## src/rtl/fetch_pkg.sv

```systemverilog
// Shared types and defaults for the instruction-fetch front end.
package fetch_pkg;

    typedef enum logic [1:0] {
        S_BOOT = 2'd0,
        S_REQ  = 2'd1,
        S_WAIT = 2'd2
    } state_e;

    localparam logic [31:0] RESET_PC_DEF = 32'h0000_0064;
    localparam int          DEPTH_DEF    = 2;
    localparam logic [31:0] WORD_MASK    = 32'hFFFF_FFFC;

    function automatic logic [31:0] word_align(input logic [31:0] addr);
        return addr & WORD_MASK;
    endfunction

endpackage

```

## src/rtl/fetch_buf.sv

```systemverilog
// Small FIFO of fetched {pc, inst} pairs; flush wins over push and pop.
module fetch_buf
    import fetch_pkg::*;
#(
    parameter int DEPTH = DEPTH_DEF
) (
    input  logic                       clk,
    input  logic                       rstn,
    input  logic                       push,
    input  logic                       pop,
    input  logic                       flush,
    input  logic [31:0]                in_pc,
    input  logic [31:0]                in_inst,
    output logic [$clog2(DEPTH+1)-1:0] count,
    output logic                       head_valid,
    output logic [31:0]                head_pc,
    output logic [31:0]                head_inst
);

    localparam int CW = $clog2(DEPTH + 1);
    localparam int PW = (DEPTH > 1) ? $clog2(DEPTH) : 1;

    logic [31:0]   pc_mem_r   [DEPTH];
    logic [31:0]   inst_mem_r [DEPTH];
    logic [PW-1:0] rd_ptr_r;
    logic [PW-1:0] wr_ptr_r;
    logic [CW-1:0] count_r;

    function automatic logic [PW-1:0] next_ptr(input logic [PW-1:0] p);
        if (p == PW'(DEPTH - 1)) begin
            return '0;
        end else begin
            return p + PW'(1);
        end
    endfunction

    // Storage, pointers and occupancy.
    always_ff @(posedge clk or negedge rstn) begin
        if (!rstn) begin
            rd_ptr_r <= '0;
            wr_ptr_r <= '0;
            count_r  <= '0;
            for (int i = 0; i < DEPTH; i++) begin
                pc_mem_r[i]   <= 32'h0;
                inst_mem_r[i] <= 32'h0;
            end
        end else if (flush) begin
            rd_ptr_r <= '0;
            wr_ptr_r <= '0;
            count_r  <= '0;
        end else begin
            if (push) begin
                pc_mem_r[wr_ptr_r]   <= in_pc;
                inst_mem_r[wr_ptr_r] <= in_inst;
                wr_ptr_r             <= next_ptr(wr_ptr_r);
            end
            if (pop) begin
                rd_ptr_r <= next_ptr(rd_ptr_r);
            end
            case ({push, pop})
                2'b10:   count_r <= count_r + CW'(1);
                2'b01:   count_r <= count_r - CW'(1);
                default: count_r <= count_r;
            endcase
        end
    end

    assign count      = count_r;
    assign head_valid = (count_r != '0);
    assign head_pc    = head_valid ? pc_mem_r[rd_ptr_r]   : 32'h0;
    assign head_inst  = head_valid ? inst_mem_r[rd_ptr_r] : 32'h0;

endmodule

```

## src/rtl/fetch_ctrl.sv

```systemverilog
// Fetch sequencer: owns the fetch PC, issues single-outstanding imem requests,
// buffers returned instructions for decode and handles branch redirects.
module fetch_ctrl
    import fetch_pkg::*;
#(
    parameter logic [31:0] RESET_PC = RESET_PC_DEF,
    parameter int          DEPTH    = DEPTH_DEF
) (
    input  logic        clk,
    input  logic        rstn,
    input  logic        redirect_valid,
    input  logic [31:0] redirect_pc,
    output logic        imem_req,
    output logic [31:0] imem_addr,
    input  logic        imem_gnt,
    input  logic        imem_rvalid,
    input  logic [31:0] imem_rdata,
    output logic        if_valid,
    output logic [31:0] if_pc,
    output logic [31:0] if_inst,
    input  logic        if_ready
);

    localparam int CW = $clog2(DEPTH + 1);

    state_e        state_r, state_n_s;
    logic [31:0]   pc_r, pc_adv_s, pc_n_s, tgt_s;
    logic          inflight_r, infl_n_s;
    logic [31:0]   infl_pc_r, infl_pc_n_s;
    logic          drop_r, drop_n_s;
    logic          req_r, req_n_s;
    logic [31:0]   addr_r;
    logic [CW-1:0] count_s, count_n_s;
    logic          gnt_fire_s, rv_s, push_s, pop_s, credit_s;

    assign gnt_fire_s = req_r & imem_gnt;
    assign rv_s       = imem_rvalid & inflight_r;
    assign push_s     = rv_s & ~drop_r & ~redirect_valid;
    assign pop_s      = if_valid & if_ready;
    assign tgt_s      = word_align(redirect_pc);

    fetch_buf #(.DEPTH(DEPTH)) u_buf (
        .clk        (clk),
        .rstn       (rstn),
        .push       (push_s),
        .pop        (pop_s),
        .flush      (redirect_valid),
        .in_pc      (infl_pc_r),
        .in_inst    (imem_rdata),
        .count      (count_s),
        .head_valid (if_valid),
        .head_pc    (if_pc),
        .head_inst  (if_inst)
    );

    // Occupancy the buffer will have after this edge, used for the credit check.
    always_comb begin
        count_n_s = count_s;
        if (redirect_valid) begin
            count_n_s = '0;
        end else begin
            case ({push_s, pop_s})
                2'b10:   count_n_s = count_s + CW'(1);
                2'b01:   count_n_s = count_s - CW'(1);
                default: count_n_s = count_s;
            endcase
        end
    end

    // Next-state logic for the sequencer and its transaction bookkeeping.
    always_comb begin
        state_n_s   = state_r;
        pc_adv_s    = pc_r;
        infl_n_s    = inflight_r;
        infl_pc_n_s = infl_pc_r;
        drop_n_s    = drop_r;
        case (state_r)
            S_BOOT: begin
                state_n_s = S_REQ;
            end
            S_REQ: begin
                if (gnt_fire_s) begin
                    infl_n_s    = 1'b1;
                    infl_pc_n_s = pc_r;
                    pc_adv_s    = pc_r + 32'd4;
                    drop_n_s    = redirect_valid;
                    state_n_s   = S_WAIT;
                end else begin
                    state_n_s = S_REQ;
                end
            end
            S_WAIT: begin
                if (rv_s) begin
                    infl_n_s  = 1'b0;
                    drop_n_s  = 1'b0;
                    state_n_s = S_REQ;
                end else if (redirect_valid) begin
                    drop_n_s = 1'b1;
                end else begin
                    drop_n_s = drop_r;
                end
            end
            default: begin
                state_n_s = S_BOOT;
            end
        endcase
    end

    // A redirect always overrides the sequential advance, even on a grant.
    assign pc_n_s   = redirect_valid ? tgt_s : pc_adv_s;
    assign credit_s = (32'(count_n_s) + 32'(infl_n_s)) < 32'(DEPTH);
    assign req_n_s  = (state_n_s == S_REQ) && credit_s;

    // Sequencer state and registered imem request outputs.
    always_ff @(posedge clk or negedge rstn) begin
        if (!rstn) begin
            state_r    <= S_BOOT;
            pc_r       <= RESET_PC;
            inflight_r <= 1'b0;
            infl_pc_r  <= 32'h0;
            drop_r     <= 1'b0;
            req_r      <= 1'b0;
            addr_r     <= word_align(RESET_PC);
        end else begin
            state_r    <= state_n_s;
            pc_r       <= pc_n_s;
            inflight_r <= infl_n_s;
            infl_pc_r  <= infl_pc_n_s;
            drop_r     <= drop_n_s;
            req_r      <= req_n_s;
            addr_r     <= word_align(pc_n_s);
        end
    end

    assign imem_req  = req_r;
    assign imem_addr = addr_r;

endmodule

```

## config.mk

```make
export PLATFORM = sky130hd
export DESIGN_NAME = fetch_ctrl
export DESIGN_NICKNAME = d
export VERILOG_FILES = /design/src/rtl/fetch_pkg.sv /design/src/rtl/fetch_buf.sv /design/src/rtl/fetch_ctrl.sv
export SDC_FILE = /design/constraint.sdc
export NUM_CORES = 1
export LEC_CHECK = 0
export BUFFER_PORTS_ARGS = -buffer_cell sky130_fd_sc_hd__buf_2
export CAP_MARGIN = 30
export CORE_MARGIN = 2
export CORE_UTILIZATION = 55
export CTS_CLUSTER_SIZE = 10
export DETAILED_ROUTE_END_ITERATION = 12
export GPL_TIMING_DRIVEN = 0
export PLACE_DENSITY = 0.8
export REMOVE_ABC_BUFFERS = 1
export SYNTH_ARGS = -nofsm -noshare
export SYNTH_HDL_FRONTEND = slang
export SYNTH_SLANG_ARGS = --single-unit
```

## constraint.sdc

```tcl
create_clock -name clk -period 4.5 [get_ports clk]
set_input_delay 1.35 -clock clk [delete_from_list [all_inputs] [get_ports clk]]
set_output_delay 1.35 -clock clk [all_outputs]
set_load 0.02 [all_outputs]
```

-- Yosys cells after proc, flatten, opt, wreduce, memory -nomap -nowiden
Index checks and enable logic that the tools add are counted.
- bits in registers: 201
- input bits: 70
- output and inout port bits: 98
- logic and storage cells: 86
- add/subtract/negate cells: 6
- $lt $le $gt $ge: 4
- eq/ne operators: 7
- muxes and demuxes: 33
- bitwise gates (word level): 9
- reductions and logical operators: 13
- operators with widths (cell ; count):
    $mux 32 ; 12
    $bwmux 64 ; 2
    $add 32x3->32 const B ; 1
    $demux 32 s1 ; 1
    $reduce_bool 2->1 ; 6
    $mux 1 ; 11
    $eq 2x1->1 const B ; 3
    $mux 2 ; 3
    $pmux 2 s3 ; 1
    $reduce_and 2->1 ; 3
    $and 1x1->1 ; 5
    $eq 2x2->1 const B ; 2
    $ge 2x2->1 const B ; 2
    $not 1->2 ; 2
    $pmux 1 s2 ; 2
    $pmux 2 s2 ; 1
    $add 2x1->3 ; 1
    $lt 3x2->1 const B ; 1
    $ne 3x3->1 const B ; 1
    $reduce_and 3->1 ; 1
    $add 1x1->1 const B ; 2
    $add 2x1->2 const B ; 1
    $logic_and 1x1->1 ; 2
    $logic_not 2->1 ; 1
    other kinds (4) ; 5

-- Logic depth before layout (Yosys ltp)
- word-level depth: 9
- mapped depth: 8
- mapped depth without buffers: 8

-- Modules after synthesis
From an unflattened synthesis, not the netlist that was laid out.
- cells, all modules: 800
- area total of the unflattened synthesis: 9465.3 µm²
- modules (own cells, without submodules) (module ; times used ; cells an instance ; area an instance (µm²) ; seq. area each (µm²)):
    fetch_buf ; 1 ; 433 ; 6233.5 ; 3303.2
    fetch_ctrl ; 1 ; 367 ; 3231.8 ; 1630.3

-- Least setup slack after synthesis
OpenSTA, ideal clock, no wires.
- path type: input-to-reg
- start: input port redirect_valid
- end: register req_r, in the netlist imem_req
- setup time: 130 ps
- data arrival time: 2926 ps
- data required time: 4370 ps
- path slack: 1444 ps
- stages: 7
- path buffers: 1
- cells stage by stage: clkbuf_1 -> or3_1 -> ha_1 -> xor2_1 -> or2_2 -> a311oi_1 -> nor4bb_1
- cells in the longest elaborated chain, start to end: 8
- RTL lines (element ; line ; RTL):
    start: declaration ; fetch_ctrl.sv:11 ; input logic redirect_valid,
    $not 1->1 (no line) ; n/a ;
    $and 1x1->1 ; fetch_ctrl.sv:38 ; assign push_s = rv_s & ~drop_r & ~redirect_valid;
    $eq 2x1->1 / $eq 2x2->1 (equally long branches) ; fetch_ctrl.sv:62 ; case ({push_s, pop_s})
    $pmux 2 s2 ; n/a ;
    $mux 2 * ; n/a ;
    $add 2x1->3 * ; fetch_ctrl.sv:111 ; assign credit_s = (32'(count_n_s) + 32'(infl_n_s)) < 32'(DEPTH);
    $lt 3x2->1 * ; fetch_ctrl.sv:111 ;
    $logic_and 1x1->1 * ; fetch_ctrl.sv:112 ; assign req_n_s = (state_n_s == S_REQ) && credit_s;
    via req_n_s ; fetch_ctrl.sv:31 ; logic req_r, req_n_s;
    end signal: assignment ; fetch_ctrl.sv:130 ; req_r <= req_n_s;
    end: declaration ; fetch_ctrl.sv:31 ;
Mark *: on every way through the listed nets, which the timed path passes. The rest lies on a longest branch.
A chain may end at the register's enable or synchronous reset.

-- Worst setup path after layout
- start: input port redirect_valid
- end: register u_buf.inst_mem_r[2] in the netlist's numbering
- cells in the longest elaborated chain, start to end: 3
- RTL lines (element ; line ; RTL):
    $not 1->1 (no line) * ; n/a ;
    $and 1x1->1 ; fetch_ctrl.sv:38 ;
    $reduce_and 2->1 (no line) * ; n/a ;
    end signal: indexed assignment ; fetch_buf.sv:54 ; inst_mem_r[wr_ptr_r] <= in_inst;
    end: declaration ; fetch_buf.sv:24 ; logic [31:0] inst_mem_r [DEPTH];
Every way passes the cells marked *; elsewhere a longest branch is shown, timed or not.

==> impl_metrics.tcl <==
set metrics [dict create \
    status "complete, no violations" \
    die_area_sq_um 17200 \
    avgSynthCellArea_sq_um 11.5 \
    drtPass1Iterations 4 \
    die_x_um 131 \
    yosysSeqAreaShare_pct 54.3 \
    cpPeakStageDelay_ns 0.96 \
    endpoint_kind "flop" \
    p_leak_nw 4.98 \
    maxCapViolCount 0 \
    grt_pass1_wl_um 32000 \
    synth_edf_count 0 \
    die_height_um 131 \
    slew_violations 0 \
    drt-wirelength-per-cell_um 16.8 \
    track_usage_pct 23.0 \
    synth_ff_type "dfrtp_1" \
    p_total_w 0.00580 \
    core_area_sq_um 15800 \
    port_buffers 161 \
    ctsHtreeMaxLevel 4 \
    routabilityCongestion 0.847 \
    grt_pass1_vias 6255 \
    cp-start-kind "input pin" \
    avgViaCountPerCell 5.53 \
    hold_viol_final 0 \
    powerDensity_nw_per_um2 552 \
    clk_pin_slew_worst_paths_ns 0.06 \
    drt_iter0_drc 389 \
    cts-resized-gates 0 \
    path_cells "buf_2, clkinv_1, nand3_4, buf_12, mux2_2" \
    vias 6342 \
    crit_type "input pin to flop" \
    ys_top_cells_by_area "dfrtp_1, mux2_2, mux2i_1" \
    ctsRootBufferMaster "clkbuf_16" \
    wl_um 19300 \
    cp_top_family "buffers and inverters" \
    crit_fanout 35 \
    postRouteAntennaNets 0 \
    ioPinCount 168 \
    period_minus_slack_ns 4.03 \
    yosys.area.top_type "dfrtp_1" \
    r2r_slack_ns 0.94 \
    insertion_delay_ns 0.43 \
    nets 994 \
    rsz0062_at_grt "false" \
    fmax_ghz 0.248 \
    critical_path_buf_inv_count 3 \
    critPathRequiredTime_ns 4.81 \
    numCtsBuffers 17 \
    rows 46 \
    grt_overflow 0 \
    yosys.cell_count.top_type "dfrtp_1" \
    synth_seq_cells 193 \
    area_growth_pct 18.0 \
    cts_tree "built" \
    fin_hold_ws_ns 0.489 \
    hold_buffers 0 \
    fin_skew_ns 0.0120 \
    maxSlewHeadroom_pct 32.9 \
    synth_warnings 0 \
    ys_top_cells_by_count "dfrtp_1, mux2_2, nand2_1" \
    grt_max_degree 106 \
    initial_core_util_pct 56.2 \
    num_antenna_cells 0 \
    setup_viol 0 \
    arrival_ns 4.33 \
    clockBufferDepth 2 \
    drc_errors 0 \
    hold_class "flop to flop" \
    synth_area_sq_um 8900 \
    tightest_slew_ns 1.00 \
    syn-instance-count 774 \
    antenna_found_initial 2 \
    async_reset_ff_share_pct 100 \
    place_hpwl_um 12600 \
    yosysUniqueCellTypes 49 \
    cts.sinks 193 \
    final_layout_size_suffix_gt1_share_pct 36.1 \
    post-route-util_pct 66.3 \
    finalCritPeriodShare_pct 89.5 \
    peakVddDrop_v 0.000298 \
    crit_slowest_cell "clkinv_1" \
    cts_setup_buffers 0 \
    yosysTopAreaCellShare_pct 53.4 \
]
path summary, 6_finish.rpt:
kind	from	endpoint	cells past startpoint
max reg2reg	state_r[1]	pc_r[19]	6
min reg2reg	u_buf.pc_mem_r[40]	u_buf.pc_mem_r[40]	1
min	u_buf.pc_mem_r[40]	u_buf.pc_mem_r[40]	1
max	redirect_valid	u_buf.inst_mem_r[2]	5
min in group asynchronous	rstn	u_buf.inst_mem_r[10]	1
max in group asynchronous	rstn	pc_r[22]	2
layout by cell type, fill, tap and decap left out, types with 4 or more instances in the layout:
master and count:
dfrtp_1 189, buf_2 160, mux2_2 121, nand2_1 106, nor2_1 83, mux2i_1 63, o21ai_0 23, a31oi_1 18
clkbuf_16 17, nand4_1 11, xnor2_1 10, o31ai_1 9, or3_1 8, inv_1 8, or4_1 8, clkbuf_1 7
nand3_1 6, ha_1 6, xor2_1 5, a21oi_1 5, buf_12 5, and3_2 4, nand2b_1 4, mux2_1 4
conb_1 4
metal layers:
layer  part of all wire, %  up-vias  routed length (um)  global-route usage [%]
met1                    46     3154                8770                    32.2
met2                    48      195                9290                    36.8
li1                      -     2968                   -                       -
met4                   1.1        2                 221                    6.70
met5                 0.067        -                  13                       0
met3                   5.0       23                 971                    4.67
through the flow:
step                cells  TNS (ns)  cell area (sq um)  setup slack, ns
global placement     1108   -454.52               9730            -1.78
global route         1147         0              10500            0.228
finish               1147         0              10500            0.475
floorplan             731         0               8650            0.154
CTS                  1147         0              10500            0.469
detailed placement   1115         0               9930           0.0238
power by group:
part           internal, W  switching [W]
combinational     0.000767       0.000821
clock             0.000864       0.000613
sequential         0.00234       0.000391
total              0.00397        0.00182
cells by family (layout without fill, tap and decap cells):
logic type | after synthesis | count (layout) | share of synthesized area [%]
simple gates | 254 | 254 | 12.9
flops | 193 | 193 | 54.3
mux | 188 | 188 | 22.9
compound gates | 62 | 62 | 4.28
buf+inv | 55 | 209 | 3.25
xor+xnor | 15 | 15 | 1.48
fa+ha+maj | 6 | 6 | 0.844
other cells | 1 | 4 | 0.0422
registers in the layout, summed over array words and instances, names as in the netlist:
| name | count |
|---|---|
| u_buf.inst_mem_r | 64 |
| u_buf.pc_mem_r | 60 |
| infl_pc_r | 30 |
| pc_r | 30 |
| state_r | 2 |
| u_buf.count | 2 |
| drop_r | 1 |
| imem_req | 1 |
| inflight_r | 1 |
| u_buf.rd_ptr_r | 1 |
| u_buf.wr_ptr_r | 1 |
layout make-up:
| type | instances | area, sq um |
|---|---|---|
| clock buffer | 27 | 493 |
| clock inverter | 5 | 80.1 |
| fill | 1224 | 5330 |
| inverter | 9 | 33.8 |
| multi-input combinational | 529 | 3820 |
| sequential | 193 | 4840 |
| tap | 216 | 270 |
| timing repair buffer | 168 | 971 |
(Power assumes the default switching activity.)
